[src/rtl/out_channel_pkg.sv]
// out_channel_pkg: shared word-width default and reader FSM state encoding
package out_channel_pkg;
  localparam int MEM_W_DEFAULT = 12;
  typedef enum logic {RUN, DONE} state_e;
endpackage

[src/rtl/channel_fifo.sv]
// channel_fifo: N-word circular buffer; write/read strobes are pre-qualified by the caller, head is zero when empty
module channel_fifo #(
  parameter int W = 12,
  parameter int N = 4
) (
  input  logic                   clock,
  input  logic                   reset,
  input  logic                   write,
  input  logic [W-1:0]           data,
  input  logic                   read,
  output logic [W-1:0]           head,
  output logic [$clog2(N+1)-1:0] count
);
  localparam int PW = $clog2(N);
  localparam int CW = $clog2(N + 1);
  logic [W-1:0] mem_q [N];
  logic [PW-1:0] wr_ptr_q, wr_ptr_d, rd_ptr_q, rd_ptr_d;
  logic [CW-1:0] count_q, count_d;
  always_comb begin
    wr_ptr_d = write ? (wr_ptr_q == PW'(N - 1) ? '0 : wr_ptr_q + 1'b1) : wr_ptr_q;
    rd_ptr_d = read ? (rd_ptr_q == PW'(N - 1) ? '0 : rd_ptr_q + 1'b1) : rd_ptr_q;
    count_d  = count_q + CW'(write) - CW'(read);
  end
  always_ff @(posedge clock) begin
    if (reset) begin
      wr_ptr_q <= '0;
      rd_ptr_q <= '0;
      count_q  <= '0;
    end else begin
      wr_ptr_q <= wr_ptr_d;
      rd_ptr_q <= rd_ptr_d;
      count_q  <= count_d;
    end
  end
  always_ff @(posedge clock) begin
    if (!reset && write) mem_q[wr_ptr_q] <= data;
  end
  assign head  = count_q != '0 ? mem_q[rd_ptr_q] : '0;
  assign count = count_q;
endmodule

[src/rtl/out_channel_reader.sv]
// out_channel_reader: buffers producer words (outValid/outData/outFull) for a consumer (rdValid/rdData/rdReady) and checks the first NCheck transfers against expected, reporting count/finished/success
module out_channel_reader
  import out_channel_pkg::*;
#(
  parameter int MemoryElementWidth = MEM_W_DEFAULT,
  parameter int NOut = 4,
  parameter int NCheck = 2
) (
  input  logic                             clock,
  input  logic                             reset,
  input  logic                             outValid,
  input  logic [MemoryElementWidth-1:0]    outData,
  output logic                             outFull,
  output logic                             rdValid,
  output logic [MemoryElementWidth-1:0]    rdData,
  input  logic                             rdReady,
  input  logic [NCheck*MemoryElementWidth-1:0] expected,
  output logic [$clog2(NOut+1)-1:0]        count,
  output logic                             finished,
  output logic                             success
);
  localparam int W  = MemoryElementWidth;
  localparam int IW = $clog2(NCheck + 1);
  state_e state_q, state_d;
  logic [IW-1:0] idx_q, idx_d;
  logic mismatch_q, mismatch_d, overflow_q, overflow_d, extra_q, extra_d;
  logic wr, transfer, run;
  logic [W-1:0] exp_word;
  channel_fifo #(.W(W), .N(NOut)) u_fifo (
    .clock (clock),
    .reset (reset),
    .write (wr),
    .data  (outData),
    .read  (transfer),
    .head  (rdData),
    .count (count)
  );
  assign outFull  = count == ($clog2(NOut+1))'(NOut);
  assign rdValid  = count != '0;
  assign wr       = outValid && !outFull;
  assign transfer = rdValid && rdReady;
  assign run      = state_q == RUN;
  assign exp_word = expected[int'(idx_q)*W +: W];
  always_ff @(posedge clock) begin
    if (reset) begin
      state_q    <= RUN;
      idx_q      <= '0;
      mismatch_q <= 1'b0;
      overflow_q <= 1'b0;
      extra_q    <= 1'b0;
    end else begin
      state_q    <= state_d;
      idx_q      <= idx_d;
      mismatch_q <= mismatch_d;
      overflow_q <= overflow_d;
      extra_q    <= extra_d;
    end
  end
  always_comb begin
    state_d = run && (NCheck == 0 || (transfer && int'(idx_q) == NCheck - 1)) ? DONE : state_q;
  end
  always_comb begin
    idx_d      = transfer && run ? idx_q + 1'b1 : idx_q;
    mismatch_d = mismatch_q | (transfer && run && rdData != exp_word);
    overflow_d = overflow_q | (outValid && outFull);
    extra_d    = extra_q | (transfer && !run);
  end
  always_comb begin
    finished = state_q == DONE;
    success  = finished && !mismatch_q && !overflow_q && !extra_q;
  end
endmodule
[config.mk]
export PLATFORM = sky130hd
export DESIGN_NAME = out_channel_reader
export DESIGN_NICKNAME = d
export VERILOG_FILES = /design/src/rtl/out_channel_pkg.sv /design/src/rtl/channel_fifo.sv /design/src/rtl/out_channel_reader.sv
export SDC_FILE = /design/constraint.sdc
export NUM_CORES = 1
export LEC_CHECK = 0
export ABC_CLOCK_PERIOD_IN_PS = 5300
export CORE_ASPECT_RATIO = 1.1
export CORE_UTILIZATION = 55
export DETAILED_ROUTE_END_ITERATION = 7
export PLACE_DENSITY = 0.86
export SLEW_MARGIN = 20
export SYNTH_ARGS = -nofsm -noshare
export SYNTH_HDL_FRONTEND = slang
export SYNTH_HIERARCHICAL = 1
export SYNTH_SLANG_ARGS = --single-unit
[constraint.sdc]
create_clock -name clock -period 5.3 [get_ports clock]
set_input_delay 0.53 -clock clock [delete_from_list [all_inputs] [get_ports clock]]
set_output_delay 0.53 -clock clock [all_outputs]
set_load 0.005 [all_outputs]
# ---- Yosys cells after proc, flatten, opt, wreduce, memory -nomap -nowiden
# Memory sizes are Yosys's and may differ from the RTL's. A register that Yosys moved wholly into a read port is not among the register bits.
# Index checks and enable logic that the tools add are counted.
dict set report totals {
  reg_bits 13
  ram_bits 48
  out_inout_bits 19
  word_cells 50
  n_memories 1
}
dict set report op_classes {
  add_sub_neg 5
  multipliers 1
  eq_ne 5
  shifts 1
  mux 7
  n_bitwise 4
  reduce_logical 18
}
# name words width rd rd_ports_with_merged_regs wr line
set mem_list {}
lappend mem_list {u_fifo.mem_q 4 12 1 1 1 channel_fifo.sv:16} ;# logic [W-1:0] mem_q [N];
# operator count
set op_table {}
lappend op_table {{variable part select 24 x 7 -> 12 bit} 1}
lappend op_table {{logical AND 1 bit} 12}
lappend op_table {{2-to-1 mux 12 bit} 1}
lappend op_table {{!= test 12 bit} 1}
lappend op_table {{2-to-1 mux 2 bit} 4}
lappend op_table {{adder 2 x 1 -> 2 bit (second input constant)} 3}
lappend op_table {{== test 2 bit (second input constant)} 3}
lappend op_table {{logical NOT 1 bit} 5}
lappend op_table {{multiplier 2 x 2 -> 4 bit (second input constant)} 1}
lappend op_table {{adder 3 x 1 -> 3 bit} 1}
lappend op_table {{== test 3 bit (second input constant)} 1}
lappend op_table {{bitwise OR 1 bit} 3}
lappend op_table {{nonzero test 3 bit} 1}
lappend op_table {{subtractor 3 x 1 -> 3 bit} 1}
lappend op_table {{2-to-1 mux 1 bit} 2}
lappend op_table {{NOT 1 bit} 1}

# ---- Logic depth before layout (Yosys ltp)
# Gate-level depths: netlist (run 1).
dict set report depth {
  ltp_word 6
  mapped_depth 10
  mapped_depth_nobuf 10
}

# ---- Modules after synthesis
# The synthesis (run 1) kept the hierarchy.
# module instances cells_per_inst area_each_um2 seq_area_each_um2
set by_module_without_submodules {}
lappend by_module_without_submodules {channel_fifo 1 117 2262.2 1621.6}
lappend by_module_without_submodules {out_channel_reader 1 72 594.3 120.1}

# ---- Worst setup path after synthesis (run 1)
# No wires, ideal clock.
dict set report synth_timing {
  path_kind {register to register}
  start {register u_fifo.count_q[1], in the netlist u_fifo/count[1]}
  end {register u_fifo.count_q[2], in the netlist u_fifo/count[2]}
  setup_time_ns 0.110
  arrival_time_ns 2.045
  slack_ns 3.145
  stages_incl_launch_ff 10
  path_buffers 0
  period_less_slack_ns 2.155
  cell_sequence {dfxtp_1 > or3_1 > and2_1 > ha_1 > inv_1 > ha_1 > inv_1 > fa_1 > xnor3_1 > nor2_1}
}
dict set report synth_between {
  elab_cells_between_ends 7
  cone_classes {2 x add/sub; 1 x eq/ne; 4 x reduce/logical}
}
# element line
set synth_rtl {}
lappend synth_rtl {{from (decl)} channel_fifo.sv:18} ;# logic [CW-1:0] count_q, count_d;
lappend synth_rtl {{from (signal assigned)} channel_fifo.sv:32} ;# count_q <= count_d;
lappend synth_rtl {{nonzero test 3 bit} out_channel_reader.sv:39} ;# assign rdValid = count != '0;
lappend synth_rtl {{net rdValid} out_channel_reader.sv:14} ;# output logic rdValid,
lappend synth_rtl {{logical AND 1 bit} out_channel_reader.sv:41} ;# assign transfer = rdValid && rdReady;
lappend synth_rtl {{net transfer} out_channel_reader.sv:27} ;# logic wr, transfer, run;
lappend synth_rtl {{subtractor 3 x 1 -> 3 bit} channel_fifo.sv:22} ;# count_d = count_q + CW'(write) - CW'(read);
# The timed path passes the listed nets, and every way through them passes these cells.
# A chain may end at the register's enable or synchronous reset.

==> run_summary.xml, run 1 <==
<?xml version="1.0" encoding="UTF-8"?>
<metrics>
  <group name="clocking">
    <metric name="tritoncts" unit="">yes</metric>
    <metric name="clock_latency" unit="ns">0.33</metric>
    <metric name="cts_repair_resize_count" unit="">0</metric>
    <metric name="clock-sinks" unit="">63</metric>
    <metric name="postCtsHoldBufs" unit="">0</metric>
    <metric name="ctsLongestPathBuffers" unit="">2</metric>
    <metric name="cts_htree_levels" unit="">3</metric>
    <metric name="clock-root-buffer" unit="">clkbuf_8</metric>
    <metric name="postCtsSetupBuffers" unit="">0</metric>
    <metric name="cts.clk_slew.worst_paths" unit="ns">0.07</metric>
    <metric name="cts_buffers" unit="">9</metric>
  </group>
  <group name="route">
    <metric name="post_drt_via_cell_ratio" unit="">5.411</metric>
    <metric name="initialDrtViolationCount" unit="">101</metric>
    <metric name="post_drt_wl_per_cell" unit="um">16.29</metric>
    <metric name="drc_errors" unit="">10</metric>
    <metric name="route.vias.total" unit="">1699</metric>
    <metric name="drt_pre_antenna_iters" unit="">6</metric>
    <metric name="route.final.wire_length" unit="um">5115</metric>
    <metric name="drt.antenna.violating_nets" unit="">0</metric>
  </group>
  <group name="logic_synthesis">
    <metric name="syn_area_per_cell" unit="um^2">15.11</metric>
    <metric name="yosys_warnings" unit="">6</metric>
    <metric name="ffs_latches_synth" unit="">63</metric>
    <metric name="syn-cell-area" unit="um^2">2856</metric>
    <metric name="synth_top_area_cell" unit="">edfxtp_1</metric>
    <metric name="synth_area_leaders" unit="">edfxtp_1, dfxtp_1, mux4_2</metric>
    <metric name="synth_sequential_area_ratio" unit="%">60.97</metric>
    <metric name="yosysUniqueCellTypes" unit="">30</metric>
    <metric name="syn_nets" unit="">238</metric>
    <metric name="fraction_of_synthesized_cell_area_taken_by_the_top_area_cell_type" unit="%">50.46</metric>
    <metric name="post_synth_inst_count" unit="">189</metric>
  </group>
  <group name="power">
    <metric name="irDropWorstVdd" unit="mV">0.2597</metric>
    <metric name="power_leakage" unit="uW">0.001271</metric>
    <metric name="power-per-cell-area" unit="nW/um^2">445.7</metric>
  </group>
  <group name="worst_hold_path">
    <metric name="timing.hold.worst_path_depth" unit="">2</metric>
    <metric name="min_to" unit="">overflow_q</metric>
    <metric name="min_delay_path_class" unit="">reg -&gt; reg</metric>
    <metric name="hold_start" unit="">overflow_q</metric>
  </group>
  <group name="final_layout">
    <metric name="num-fill-cells" unit="">326</metric>
    <metric name="share_of_layout_cells_above_drive_strength_1" unit="%">10.55</metric>
    <metric name="antennaDiodeCount" unit="">0</metric>
    <metric name="multi_input_comb_area" unit="um^2">1022</metric>
    <metric name="layout-area-overhead-vs-synth" unit="%">26.98</metric>
    <metric name="final-seq-area" unit="um^2">1742</metric>
    <metric name="nNetsFinal" unit="">300</metric>
  </group>
  <group name="worst_setup_path">
    <metric name="cp_slowest_cell" unit="">dfxtp_1</metric>
    <metric name="reg2reg_to" unit="">mismatch_q</metric>
    <metric name="timing.critical_path.fanout_max" unit="">12</metric>
    <metric name="crit_chain" unit="">mux4_2 -&gt; and2_1 -&gt; clkdlybuf4s50_1</metric>
    <metric name="timing.reg2reg.setup_slack" unit="ns">2.71</metric>
    <metric name="worstSetupEndpointType" unit="">output pin</metric>
    <metric name="crit_arrival" unit="ns">2.41</metric>
    <metric name="critPathKind" unit="">reg -&gt; out</metric>
    <metric name="worst_setup_path_start_kind" unit="">flop</metric>
    <metric name="reg2reg_depth" unit="">5</metric>
    <metric name="worst_ep_required_time" unit="ns">4.77</metric>
    <metric name="critical-path-max-stage-delay" unit="ns">0.82</metric>
  </group>
  <group name="sta">
    <metric name="worst_pin_slew" unit="ns">0.7597</metric>
    <metric name="clock_skew" unit="ns">0.006131</metric>
    <metric name="drv_slew" unit="">0</metric>
    <metric name="hold_violations" unit="">0</metric>
    <metric name="unrepaired_setup_endpoints_after_global_routing" unit="">no</metric>
    <metric name="final_min_period_over_clock_period" unit="%">55.43</metric>
    <metric name="setup_viol_count_final" unit="">0</metric>
    <metric name="setup-tns-final" unit="ns">0</metric>
    <metric name="layout_min_cycle_time" unit="ns">2.938</metric>
    <metric name="timing.fmax" unit="GHz">0.3404</metric>
    <metric name="pnr_worst_setup_slack" unit="ns">2.362</metric>
    <metric name="relSlewSlack" unit="%">49.28</metric>
  </group>
  <group name="floorplan">
    <metric name="die_h" unit="um">77.59</metric>
    <metric name="die_width" unit="um">70.71</metric>
    <metric name="coreArea" unit="um^2">5000</metric>
    <metric name="initial_core_util" unit="%">57.13</metric>
    <metric name="floorplan.io_pins" unit="">59</metric>
    <metric name="die_area" unit="um^2">5486</metric>
    <metric name="cell_rows" unit="">27</metric>
  </group>
  <group name="global_route">
    <metric name="grt-ovfl-total" unit="">0</metric>
    <metric name="antenna_found_initial" unit="">0</metric>
    <metric name="grt_start_max_net_pins" unit="">21</metric>
    <metric name="grt_util_all_layers" unit="%">20.24</metric>
    <metric name="first_global_vias" unit="">1677</metric>
    <metric name="grt_first_pass_wirelength" unit="um">8059</metric>
  </group>
  <group name="placement">
    <metric name="preCtsSetupSlack" unit="ns">2.600</metric>
    <metric name="gp_congestion" unit="">0.7284</metric>
    <metric name="port-buffer-count" unit="">58</metric>
    <metric name="detailed_place_hpwl" unit="um">3572</metric>
  </group>
  <group name="flow_run">
    <metric name="max_cap_viol_count" unit="">0</metric>
  </group>
  <group name="status">
    <metric name="failed_checks" unit="">DRC</metric>
    <metric name="status" unit="">complete, but fails checks</metric>
  </group>
</metrics>
==> power by group <==
group,switching [uW],internal (uW),total (uW)
combinational,221,345,565
clock,178,213,391
sequential,78.1,582,660
==> layout make-up <==
type / count / area share [%]
tap: 58 / 2.001
sequential: 63 / 48.02
inverter: 6 / 0.6209
clock inverter: 7 / 1.759
multi-input combinational: 113 / 28.18
timing repair buffer: 58 / 16.01
clock buffer: 9 / 3.415
==> how the worst max path moves through the flow <==
stage               startpoint  cells past startpoint               to  slack [ns]
3_3_place_gp          outValid                     10  u_fifo/count[2]        2.64
6_report                  flop                      3        rdData[2]        2.36
2_1_floorplan  u_fifo/count[1]                      9  u_fifo/count[2]        3.14
4_1_cts                   flop                      3        rdData[0]        2.30
5_1_grt                   flop                      3        rdData[2]        2.22
3_5_place_dp          outValid                     10  u_fifo/count[2]        2.60
==> flip-flops by register name, summed over array words and instances (netlist names), named ones only <==
signal / cells
finished: 1
extra_q: 1
u_fifo/wr_ptr_q: 2
idx_q: 2
overflow_q: 1
u_fifo/rd_ptr_q: 2
u_fifo/mem_q: 48
u_fifo/count: 3
mismatch_q: 1
==> layer usage <==
metal	track usage, %	vias up	wire (um)
li1	-	832	-
met1	25.43	803	2150
met2	32.69	58	2580
met3	5.844	6	326
met4	9.000	0	57
met5	0	-	0
==> synth_stat cells <==
| cell | number |
|---|---|
| edfxtp_1 | 48 |
| and2_1 | 17 |
| nor2_1 | 17 |
| dfxtp_1 | 15 |
| mux2i_1 | 14 |
| mux4_2 | 10 |
| ha_1 | 8 |
| or3_1 | 8 |
| inv_1 | 6 |
| o21ai_0 | 6 |
| xor2_1 | 6 |
| a21oi_1 | 5 |
| nor2b_1 | 4 |
| nand4_1 | 3 |
| buf_2 | 2 |
| buf_6 | 2 |
| mux4_1 | 2 |
| nand2b_1 | 2 |
| nor4_1 | 2 |
| or3b_2 | 2 |
| a211oi_1 | 1 |
| a311oi_2 | 1 |
| buf_12 | 1 |
| clkbuf_1 | 1 |
| clkbuf_8 | 1 |
| fa_1 | 1 |
| nor3b_1 | 1 |
| nor4b_1 | 1 |
| xnor2_1 | 1 |
| xnor3_1 | 1 |
==> worst max-delay path, delay by kind of cell (launching register included) <==
family	cells	cell delay, ns
flops	1	0.82
buf+inv	1	0.45
mux	1	0.62
simple gates	1	0.19
==> cells by family after synthesis <==
kind of cell | count (synthesis) | share of synthesized area, %
AOI/OAI and AO/OA | 13 | 2.716
xor gates and xnor gates | 8 | 2.935
adders and majority gates | 9 | 4.205
buffers and inverters | 13 | 3.241
DFF | 63 | 60.97
muxes | 26 | 14.63
and+or+nand+nor | 57 | 11.30
==> cells in the final DEF, fill, tap and decap left out, types with 8 or more instances in the layout <==
cell | netlist | final
clkbuf_8 | 1 | 9
nor2_1 | 17 | 17
and2_1 | 17 | 17
edfxtp_1 | 48 | 48
dfxtp_1 | 15 | 15
or3_1 | 8 | 8
clkdlybuf4s50_1 | 0 | 58
mux4_2 | 10 | 10
ha_1 | 8 | 8
mux2i_1 | 14 | 14
==> through the flow <==
stage	instances	hold slack [ns]	power, uW	area [um^2]	utilization (%)
5_1_grt	314	0.5163	1710	3627	72.55
3_5_place_dp	298	0.4675	1243	3440	68.79
4_1_cts	314	0.4864	1633	3627	72.55
3_3_place_gp	298	0.4573	1222	3440	68.79
6_report	314	0.4815	1617	3627	72.55
2_1_floorplan	189	0.4378	1030	2856	-
Note: power is estimated with default switching activity, not from simulation.
==> run 2, diff against run 1 <==
--- a/config.mk
+++ b/config.mk
@@ -5,11 +5,11 @@
 export SDC_FILE = /design/constraint.sdc
 export NUM_CORES = 1
 export LEC_CHECK = 0
-export ABC_CLOCK_PERIOD_IN_PS = 5300
+export ABC_CLOCK_PERIOD_IN_PS = 2800
 export CORE_ASPECT_RATIO = 1.1
-export CORE_UTILIZATION = 55
+export CORE_UTILIZATION = 51
 export DETAILED_ROUTE_END_ITERATION = 7
-export PLACE_DENSITY = 0.86
+export PLACE_DENSITY = 0.81
 export SLEW_MARGIN = 20
 export SYNTH_ARGS = -nofsm -noshare
 export SYNTH_HDL_FRONTEND = slang
==> constraint.sdc (replaced) <==
create_clock -name clock -period 2.8 [get_ports clock]
set_input_delay 0.28 -clock clock [delete_from_list [all_inputs] [get_ports clock]]
set_output_delay 0.28 -clock clock [all_outputs]
set_load 0.005 [all_outputs]
==> run_summary.xml, run 2 (synthesis gave the netlist of run 1 again) <==
<?xml version="1.0" encoding="UTF-8"?>
<metrics>
  <group name="placement">
    <metric name="port-buffer-count" unit="">58</metric>
    <metric name="gp_congestion" unit="">0.7292</metric>
    <metric name="detailed_place_hpwl" unit="um">3717</metric>
    <metric name="preCtsSetupSlack" unit="ns">0.3599</metric>
  </group>
  <group name="final_layout">
    <metric name="final-seq-area" unit="um^2">1742</metric>
    <metric name="multi_input_comb_area" unit="um^2">1022</metric>
    <metric name="share_of_layout_cells_above_drive_strength_1" unit="%">13.36</metric>
    <metric name="mostFrequentLayoutCell" unit="">clkdlybuf4s50_1</metric>
    <metric name="mostFrequentLayoutCells" unit="">clkdlybuf4s50_1, edfxtp_1, and2_1, nor2_1, dfxtp_1</metric>
    <metric name="nNetsFinal" unit="">306</metric>
    <metric name="antennaDiodeCount" unit="">0</metric>
    <metric name="max_flop_register" unit="">u_fifo/mem_q</metric>
    <metric name="num-fill-cells" unit="">413</metric>
    <metric name="layout-area-overhead-vs-synth" unit="%">29.61</metric>
    <metric name="largest_reg_flops" unit="">48</metric>
  </group>
  <group name="route">
    <metric name="initialDrtViolationCount" unit="">83</metric>
    <metric name="route.vias.total" unit="">1723</metric>
    <metric name="post_drt_wl_per_cell" unit="um">15.11</metric>
    <metric name="drt.antenna.violating_nets" unit="">0</metric>
    <metric name="route.final.wire_length" unit="um">5093</metric>
    <metric name="drt_pre_antenna_iters" unit="">6</metric>
    <metric name="post_drt_via_cell_ratio" unit="">5.113</metric>
    <metric name="drc_errors" unit="">0</metric>
  </group>
  <group name="power">
    <metric name="irDropWorstVdd" unit="mV">0.4553</metric>
    <metric name="power-per-cell-area" unit="nW/um^2">835.2</metric>
    <metric name="power_leakage" unit="uW">0.001304</metric>
  </group>
  <group name="clocking">
    <metric name="cts_repair_resize_count" unit="">0</metric>
    <metric name="clock_latency" unit="ns">0.33</metric>
    <metric name="clock-root-buffer" unit="">clkbuf_8</metric>
    <metric name="ctsLongestPathBuffers" unit="">2</metric>
    <metric name="postCtsHoldBufs" unit="">0</metric>
    <metric name="cts_buffers" unit="">9</metric>
    <metric name="cts_htree_levels" unit="">3</metric>
    <metric name="postCtsSetupBuffers" unit="">0</metric>
    <metric name="cts.clk_slew.worst_paths" unit="ns">0.07</metric>
    <metric name="tritoncts" unit="">yes</metric>
    <metric name="clock-sinks" unit="">63</metric>
  </group>
  <group name="worst_hold_path">
    <metric name="timing.hold.worst_path_depth" unit="">2</metric>
    <metric name="min_delay_path_class" unit="">reg -&gt; reg</metric>
    <metric name="hold_start" unit="">extra_q</metric>
    <metric name="min_to" unit="">extra_q</metric>
  </group>
  <group name="global_route">
    <metric name="grt_first_pass_wirelength" unit="um">8204</metric>
    <metric name="grt-ovfl-total" unit="">0</metric>
    <metric name="grt_util_all_layers" unit="%">19.31</metric>
    <metric name="antenna_found_initial" unit="">0</metric>
    <metric name="first_global_vias" unit="">1748</metric>
    <metric name="grt_start_max_net_pins" unit="">21</metric>
  </group>
  <group name="worst_setup_path">
    <metric name="critPathKind" unit="">reg -&gt; out</metric>
    <metric name="worstSetupEndpointType" unit="">output pin</metric>
    <metric name="reg2reg_to" unit="">u_fifo/count[2]</metric>
    <metric name="timing.critical_path.fanout_max" unit="">12</metric>
    <metric name="critical_path_buf_inv_count" unit="">2</metric>
    <metric name="critical-path-max-stage-delay" unit="ns">0.61</metric>
    <metric name="timing.reg2reg.setup_slack" unit="ns">0.52</metric>
    <metric name="cp_slowest_cell" unit="">mux4_1</metric>
    <metric name="crit_arrival" unit="ns">2.15</metric>
    <metric name="reg2reg_depth" unit="">9</metric>
    <metric name="worst_setup_path_start_kind" unit="">flop</metric>
    <metric name="worst_ep_required_time" unit="ns">2.52</metric>
    <metric name="crit_chain" unit="">buf_4 -&gt; mux4_1 -&gt; and2_1 -&gt; clkdlybuf4s50_1</metric>
    <metric name="timing.critical_path.max_delay_family" unit="">buffers and inverters</metric>
    <metric name="reg2reg_from" unit="">u_fifo/count[1]</metric>
  </group>
  <group name="sta">
    <metric name="setup-tns-final" unit="ns">0</metric>
    <metric name="layout_min_cycle_time" unit="ns">2.432</metric>
    <metric name="final_min_period_over_clock_period" unit="%">86.87</metric>
    <metric name="setup_viol_count_final" unit="">0</metric>
    <metric name="relSlewSlack" unit="%">52.47</metric>
    <metric name="hold_violations" unit="">0</metric>
    <metric name="timing.fmax" unit="GHz">0.4111</metric>
    <metric name="clock_skew" unit="ns">0.007598</metric>
    <metric name="unrepaired_setup_endpoints_after_global_routing" unit="">no</metric>
    <metric name="worst_pin_slew" unit="ns">0.7120</metric>
    <metric name="drv_slew" unit="">0</metric>
    <metric name="pnr_worst_setup_slack" unit="ns">0.3676</metric>
  </group>
  <group name="floorplan">
    <metric name="cell_rows" unit="">28</metric>
    <metric name="die_h" unit="um">80.49</metric>
    <metric name="initial_core_util" unit="%">52.95</metric>
    <metric name="die_area" unit="um^2">5904</metric>
    <metric name="floorplan.io_pins" unit="">59</metric>
    <metric name="die_width" unit="um">73.36</metric>
    <metric name="coreArea" unit="um^2">5395</metric>
  </group>
  <group name="flow_run">
    <metric name="max_cap_viol_count" unit="">0</metric>
  </group>
  <group name="status">
    <metric name="status" unit="">finished, final reports clean</metric>
  </group>
</metrics>
-- run 2: power breakdown --
group / internal, uW / switching [uW] / leakage, uW
clock: 411 / 342 / 0.0000956
sequential: 1100 / 123 / 0.000558
combinational: 669 / 446 / 0.000650
total: 2180 / 910 / 0.00130
-- run 2: worst register-to-register path, cell delays in order (launching register included) --
cell and delay [ns]:
dfxtp_1 0.38, or3_1 0.40, and2_1 0.25, ha_1 0.30, inv_1 0.05, ha_1 0.13
inv_1 0.05, fa_1 0.37, xnor3_1 0.21, nor2_1 0.04
-- run 2: area by class of cell --
cell class,count,share of cell area (%)
timing repair buffer,64,16.90
clock buffer,9,3.346
tap,75,2.535
clock inverter,7,1.960
multi-input combinational,113,27.61
inverter,6,0.6083
sequential,63,47.04
-- run 2: per-stage QoR --
stage / total power [uW] / std cells / utilization, % / hold slack, ns / cell area [um^2]
floorplan: 1949 / 189 / - / 0.3467 / 2856
global placement: 2341 / 321 / 64.98 / 0.4489 / 3506
detailed placement: 2376 / 321 / 64.98 / 0.4664 / 3506
CTS: 3122 / 337 / 68.62 / 0.4903 / 3702
global route: 3287 / 337 / 68.62 / 0.5415 / 3702
finish: 3092 / 337 / 68.62 / 0.4844 / 3702
-- run 2: worst max-delay path by stage --
stage                                  to  slack [ns]  cells after the start
after floorplan           u_fifo/count[2]        0.64                      9
after global placement    u_fifo/count[2]        0.46                     10
after detailed placement  u_fifo/count[2]        0.36                     10
after CTS                      rdData[11]        0.35                      4
after global routing           rdData[11]        0.29                      4
final                          rdData[11]        0.37                      4
-- run 2: metal layers --
layer  wire length (um)  vias to the layer above  track usage (%)
met5                  0                        -                0
met4                 37                        0            8.077
met3                258                        4            5.270
met2               2649                       47            32.96
met1               2148                      829            22.85
li1                   -                      843                -
==> run 3, diff against run 2 <==
--- a/config.mk
+++ b/config.mk
@@ -9,6 +9,7 @@
 export CORE_ASPECT_RATIO = 1.1
 export CORE_UTILIZATION = 51
 export DETAILED_ROUTE_END_ITERATION = 7
+export MAX_ROUTING_LAYER = met4
 export PLACE_DENSITY = 0.81
 export SLEW_MARGIN = 20
 export SYNTH_ARGS = -nofsm -noshare
==> run_summary.xml, run 3 (synthesis gave the netlist of run 1 again) <==
<?xml version="1.0" encoding="UTF-8"?>
<metrics>
  <group name="status">
    <metric name="status" unit="">finished, final reports clean</metric>
  </group>
  <group name="route">
    <metric name="drc_errors" unit="">0</metric>
    <metric name="initialDrtViolationCount" unit="">65</metric>
    <metric name="route.vias.total" unit="">1750</metric>
    <metric name="drt.antenna.violating_nets" unit="">0</metric>
    <metric name="post_drt_via_cell_ratio" unit="">5.193</metric>
    <metric name="post_drt_wl_per_cell" unit="um">15.02</metric>
    <metric name="drt_pre_antenna_iters" unit="">4</metric>
    <metric name="route.final.wire_length" unit="um">5061</metric>
  </group>
  <group name="power">
    <metric name="power_leakage" unit="uW">0.001304</metric>
    <metric name="power.net_switching" unit="uW">909.1</metric>
    <metric name="comb_power_share" unit="%">36.1</metric>
    <metric name="power.share.clock" unit="%">24.3</metric>
    <metric name="power.share.sequential" unit="%">39.6</metric>
    <metric name="power-per-cell-area" unit="nW/um^2">835.2</metric>
    <metric name="internal_power" unit="uW">2183</metric>
    <metric name="irDropWorstVdd" unit="mV">0.4561</metric>
    <metric name="fin_total_pwr" unit="uW">3092</metric>
    <metric name="p_sw_share" unit="%">29.40</metric>
  </group>
  <group name="final_layout">
    <metric name="layout-area-overhead-vs-synth" unit="%">29.61</metric>
    <metric name="max_flop_register" unit="">u_fifo/mem_q</metric>
    <metric name="largest_reg_flops" unit="">48</metric>
    <metric name="antennaDiodeCount" unit="">0</metric>
    <metric name="mostFrequentLayoutCell" unit="">clkdlybuf4s50_1</metric>
    <metric name="share_of_layout_cells_above_drive_strength_1" unit="%">13.36</metric>
    <metric name="nNetsFinal" unit="">306</metric>
    <metric name="mostFrequentLayoutCells" unit="">clkdlybuf4s50_1, edfxtp_1, and2_1, nor2_1, dfxtp_1</metric>
  </group>
  <group name="clocking">
    <metric name="clock_latency" unit="ns">0.33</metric>
    <metric name="postCtsHoldBufs" unit="">0</metric>
    <metric name="cts.clk_slew.worst_paths" unit="ns">0.07</metric>
    <metric name="cts_htree_levels" unit="">3</metric>
    <metric name="cts_buffers" unit="">9</metric>
    <metric name="ctsLongestPathBuffers" unit="">2</metric>
    <metric name="clock-root-buffer" unit="">clkbuf_8</metric>
    <metric name="postCtsSetupBuffers" unit="">0</metric>
    <metric name="clock-sinks" unit="">63</metric>
    <metric name="tritoncts" unit="">yes</metric>
    <metric name="cts_repair_resize_count" unit="">0</metric>
  </group>
  <group name="sta">
    <metric name="unrepaired_setup_endpoints_after_global_routing" unit="">no</metric>
    <metric name="setup_viol_count_final" unit="">0</metric>
    <metric name="hold_violations" unit="">0</metric>
    <metric name="drv_slew" unit="">0</metric>
    <metric name="layout_min_cycle_time" unit="ns">2.433</metric>
    <metric name="final_min_period_over_clock_period" unit="%">86.91</metric>
    <metric name="worst_pin_slew" unit="ns">0.7119</metric>
    <metric name="pnr_worst_setup_slack" unit="ns">0.3665</metric>
    <metric name="relSlewSlack" unit="%">52.48</metric>
    <metric name="setup-tns-final" unit="ns">0</metric>
    <metric name="timing.fmax" unit="GHz">0.4109</metric>
    <metric name="clock_skew" unit="ns">0.005891</metric>
  </group>
  <group name="global_route">
    <metric name="grt_start_max_net_pins" unit="">21</metric>
    <metric name="grt_first_pass_wirelength" unit="um">8211</metric>
    <metric name="grt-ovfl-total" unit="">0</metric>
    <metric name="antenna_found_initial" unit="">0</metric>
    <metric name="grt_util_all_layers" unit="%">19.93</metric>
    <metric name="first_global_vias" unit="">1749</metric>
  </group>
  <group name="worst_setup_path">
    <metric name="crit_chain" unit="">buf_4 -&gt; mux4_1 -&gt; and2_1 -&gt; clkdlybuf4s50_1</metric>
    <metric name="worstSetupEndpointType" unit="">output pin</metric>
    <metric name="timing.critical_path.fanout_max" unit="">12</metric>
    <metric name="crit_arrival" unit="ns">2.15</metric>
    <metric name="timing.critical_path.max_delay_family" unit="">buffers and inverters</metric>
    <metric name="worst_ep_required_time" unit="ns">2.52</metric>
    <metric name="critical-path-max-stage-delay" unit="ns">0.61</metric>
    <metric name="critical_path_buf_inv_count" unit="">2</metric>
    <metric name="reg2reg_from" unit="">u_fifo/count[1]</metric>
    <metric name="reg2reg_depth" unit="">9</metric>
    <metric name="cp_slowest_cell" unit="">mux4_1</metric>
    <metric name="worst_setup_path_start_kind" unit="">flop</metric>
    <metric name="worst-path-stages" unit="">4</metric>
    <metric name="critPathKind" unit="">reg -&gt; out</metric>
  </group>
  <group name="floorplan">
    <metric name="die_h" unit="um">80.49</metric>
    <metric name="die_width" unit="um">73.36</metric>
    <metric name="die_area" unit="um^2">5904</metric>
    <metric name="initial_core_util" unit="%">52.95</metric>
    <metric name="coreArea" unit="um^2">5395</metric>
    <metric name="floorplan.io_pins" unit="">59</metric>
    <metric name="cell_rows" unit="">28</metric>
  </group>
  <group name="flow_run">
    <metric name="max_cap_viol_count" unit="">0</metric>
  </group>
  <group name="worst_hold_path">
    <metric name="min_delay_path_class" unit="">reg -&gt; reg</metric>
    <metric name="hold_start" unit="">extra_q</metric>
    <metric name="timing.hold.worst_path_depth" unit="">2</metric>
  </group>
  <group name="placement">
    <metric name="port-buffer-count" unit="">58</metric>
    <metric name="preCtsSetupSlack" unit="ns">0.3599</metric>
    <metric name="detailed_place_hpwl" unit="um">3717</metric>
    <metric name="gp_congestion" unit="">0.7380</metric>
  </group>
</metrics>
[run 3: per-stage QoR]
step	instance area (um^2)	util, %	std cells	hold WS (ns)
4_1_cts	3702	68.62	337	0.4903
6_report	3702	68.62	337	0.4842
2_1_floorplan	2856	-	189	0.3467
5_1_grt	3702	68.62	337	0.5415
3_3_place_gp	3506	64.98	321	0.4489
3_5_place_dp	3506	64.98	321	0.4664
[run 3: final cells by class]
| cell class | instances | area [um^2] |
|---|---|---|
| Multi-Input combinational cell | 113 | 1022 |
| Inverter | 6 | 22.52 |
| Fill cell | 413 | 1693 |
| Sequential cell | 63 | 1742 |
| Tap cell | 75 | 93.84 |
| Timing Repair Buffer | 64 | 625.6 |
| Clock inverter | 7 | 72.57 |
| Clock buffer | 9 | 123.9 |
[run 3: power by group through the flow]
stage,combinational [uW],clock [uW],sequential [uW]
2_1_floorplan,775,0,1170
3_3_place_gp,1100,0,1240
3_5_place_dp,1130,0,1250
4_1_cts,1130,764,1230
5_1_grt,1240,804,1250
6_report,1120,751,1220
[run 3: routing by layer]
metal / track usage (%) / part of all wire (%) / vias to the layer above
met1: 22.93 / 42 / 837
met3: 4.768 / 5.2 / 8
met5: - / 0 / -
li1: - / - / 842
met2: 32.96 / 51 / 63
met4: 9.231 / 1.8 / 0
[run 3: final timing paths]
kind / to / slack [ns]
worst max-delay path: rdData[11] / 0.37
worst min-delay path: extra_q / 0.48
worst max register to register: u_fifo/count[2] / 0.52
worst min register to register: extra_q / 0.48
[run 3: tightest hold or removal path, cell delays in order (launching register included)]
cell,delay (ns)
dfxtp_1,0.33
a21oi_1,0.04
nor2_1,0.07
==> patch, RTL diff (settings of run 1) <==
`NCheck`: 2 -> 4.
--- a/src/rtl/out_channel_reader.sv
+++ b/src/rtl/out_channel_reader.sv
@@ -4,7 +4,7 @@
 #(
   parameter int MemoryElementWidth = MEM_W_DEFAULT,
   parameter int NOut = 4,
-  parameter int NCheck = 2
+  parameter int NCheck = 4
 ) (
   input  logic                             clock,
   input  logic                             reset,
Ports: changed (resized expected); port bits go from 59 to 83. The function was not compared with the original's and may differ.
==> patch against run 1 <==
  * Worst hold slack gained 0.0060 ns
  * Critical path depth is the same
  * Die area grew 10%
  * Sequential power increased by 2%
  * Global-route usage grew 2.4 points
  * Area after synthesis grew 10%
  * Non-clock buffer count is 24 higher
  * Sequential cell count is 1 higher
  * Wire length rose by 27%
  * Power is 9.6% higher
  * Clock power shrank 1%
  * Cell area up 16%
  * Worst setup slack worse by 0.077 ns
==> patch: results (changes against run 1) <==
The run gives 4020 µm² (+17%) as the total cell area at the placement stage. The run gives 9.69 mm (+20%) as the wire length of the first global-routing pass. The number of nets at the end of the flow is 362 (+21%). The tools report the final setup skew as 0.0113 ns (+0.00513 ns).

For the largest net degree at the start of global routing, the log shows 16 (-24%). The count of vias placed by the detailed router was 2087 (+23%); the count of input and output buffers was 82 (+41%). The static power due to leakage is 0.00145 µW (+14%), and the proportion of layout cells with a drive suffix above 1 is 10.9% (+0.37 points). The count of different cell masters after synthesis was 35 (+17%); the number of DRC markers after the initial detailed-route iteration was 94 (-6.9%). Reg-to-reg setup timing slack: 2.76 ns (+0.05 ns). The critical path is of the reg -> out type. The highest ir drop seen on vdd was 0.275 mV (+6.0%). The run finished with clean final reports. The logs give 4 (-2) for the number of iterations in the first detailed-routing pass and 77.2% (+4.6 points) for the final cell utilization of the core. The run gives 2.48 ns (+0.07 ns) as the worst endpoint data arrival time.

The remaining max-slew budget at the tightest pin came out at 46.9% (-2.4 points). Ranked by instance count, the synthesized netlist is headed by sky130_fd_sc_hd__edfxtp_1, sky130_fd_sc_hd__nor2_1, sky130_fd_sc_hd__and2_1. The length in cells of the worst reg-to-reg path is 7 (+2), and the net count of the mapped netlist is 275 (+16%). The worst setup path endpoint is rdData[0].

By area the synthesized netlist is led by sky130_fd_sc_hd__edfxtp_1, sky130_fd_sc_hd__dfxtp_1, sky130_fd_sc_hd__mux4_2. The logs give 0.33 ns (about the same) for the latest clock arrival within the worst-skew pair and 0.739 (+1.5%) for the final weighted congestion of routability-driven global placement. The combined global-route utilization of all metal layers is 22.6% (+2.4 points), and the average detailed-routed wire length per instance is 17.6 µm (+8.1%).

For the sequential fraction of the synthesis area, the log shows 55.9% (-5.1 points). The HPWL after detailed placement was 4.82 mm (+35%).
patch: cell types whose count changed after synthesis, moves of 3 or more:
cell                      change
sky130_fd_sc_hd__mux4_2       +4
sky130_fd_sc_hd__or3_1        -6
sky130_fd_sc_hd__mux2i_1     -11
sky130_fd_sc_hd__mux4_1       +8
sky130_fd_sc_hd__a22oi_1      +4
sky130_fd_sc_hd__xor2_1       -6
sky130_fd_sc_hd__xnor2_1      +6
sky130_fd_sc_hd__a31oi_1      +3
patch: how the worst min path moves through the flow:
stage	end	slack [ns]	depth (start not counted)
after CTS	overflow_q$_SDFF_PP0_	0.48	2
after detailed placement	overflow_q$_SDFF_PP0_	0.47	2
after floorplan	extra_q$_SDFF_PP0_	0.44	2
after global routing	overflow_q$_SDFF_PP0_	0.51	2
final	overflow_q$_SDFF_PP0_	0.49	2
after global placement	overflow_q$_SDFF_PP0_	0.45	2
patch: area by class of cell:
cell class | instances | share of cell area (%)
flip-flops and latches | 64 | 41.8
multi-input cells | 125 | 31.4
repair buffers | 82 | 19.5
clock buffers | 14 | 4.36
well taps | 75 | 2.22
inverters | 6 | 0.534
clock inverters | 2 | 0.237
patch: power breakdown:
group	switching, µW	internal [µW]
Sequential	82.8	589
Combinational	291	423
Clock	163	223
Total	536	1230
patch: worst max-delay path: stages, from the launching register on:
cell	delay, ns
sky130_fd_sc_hd__dfxtp_1	0.83
sky130_fd_sc_hd__mux4_1	0.65
sky130_fd_sc_hd__and2_1	0.21
sky130_fd_sc_hd__clkdlybuf4s50_1	0.46
patch: metrics by stage:
step | setup slack (ns) | std cells
final | 2.29 | 368
after global routing | 2.15 | 368
after CTS | 2.23 | 368
after detailed placement | 2.53 | 352
after global placement | 2.60 | 352
after floorplan | 3.14 | 201
patch: cell families (layout without fill, tap and decap cells):
kind of cell	Yosys count	in the layout	share of synthesized area (%)
DFF	64	64	55.9
buffers and inverters	12	104	2.03
and+or+nand+nor	57	57	11.1
adders and majority gates	10	10	4.21
muxes	27	27	19.3
xor gates and xnor gates	8	8	2.66
AOI/OAI and AO/OA	23	23	4.77
patch: layer usage:
layer	GRT usage [%]	vias up	wire [µm]
met5	0	-	0
met4	10.2	0	89
met3	6.33	11	456
met2	40.0	83	3320
met1	25.0	1014	2610
li1	-	979	-
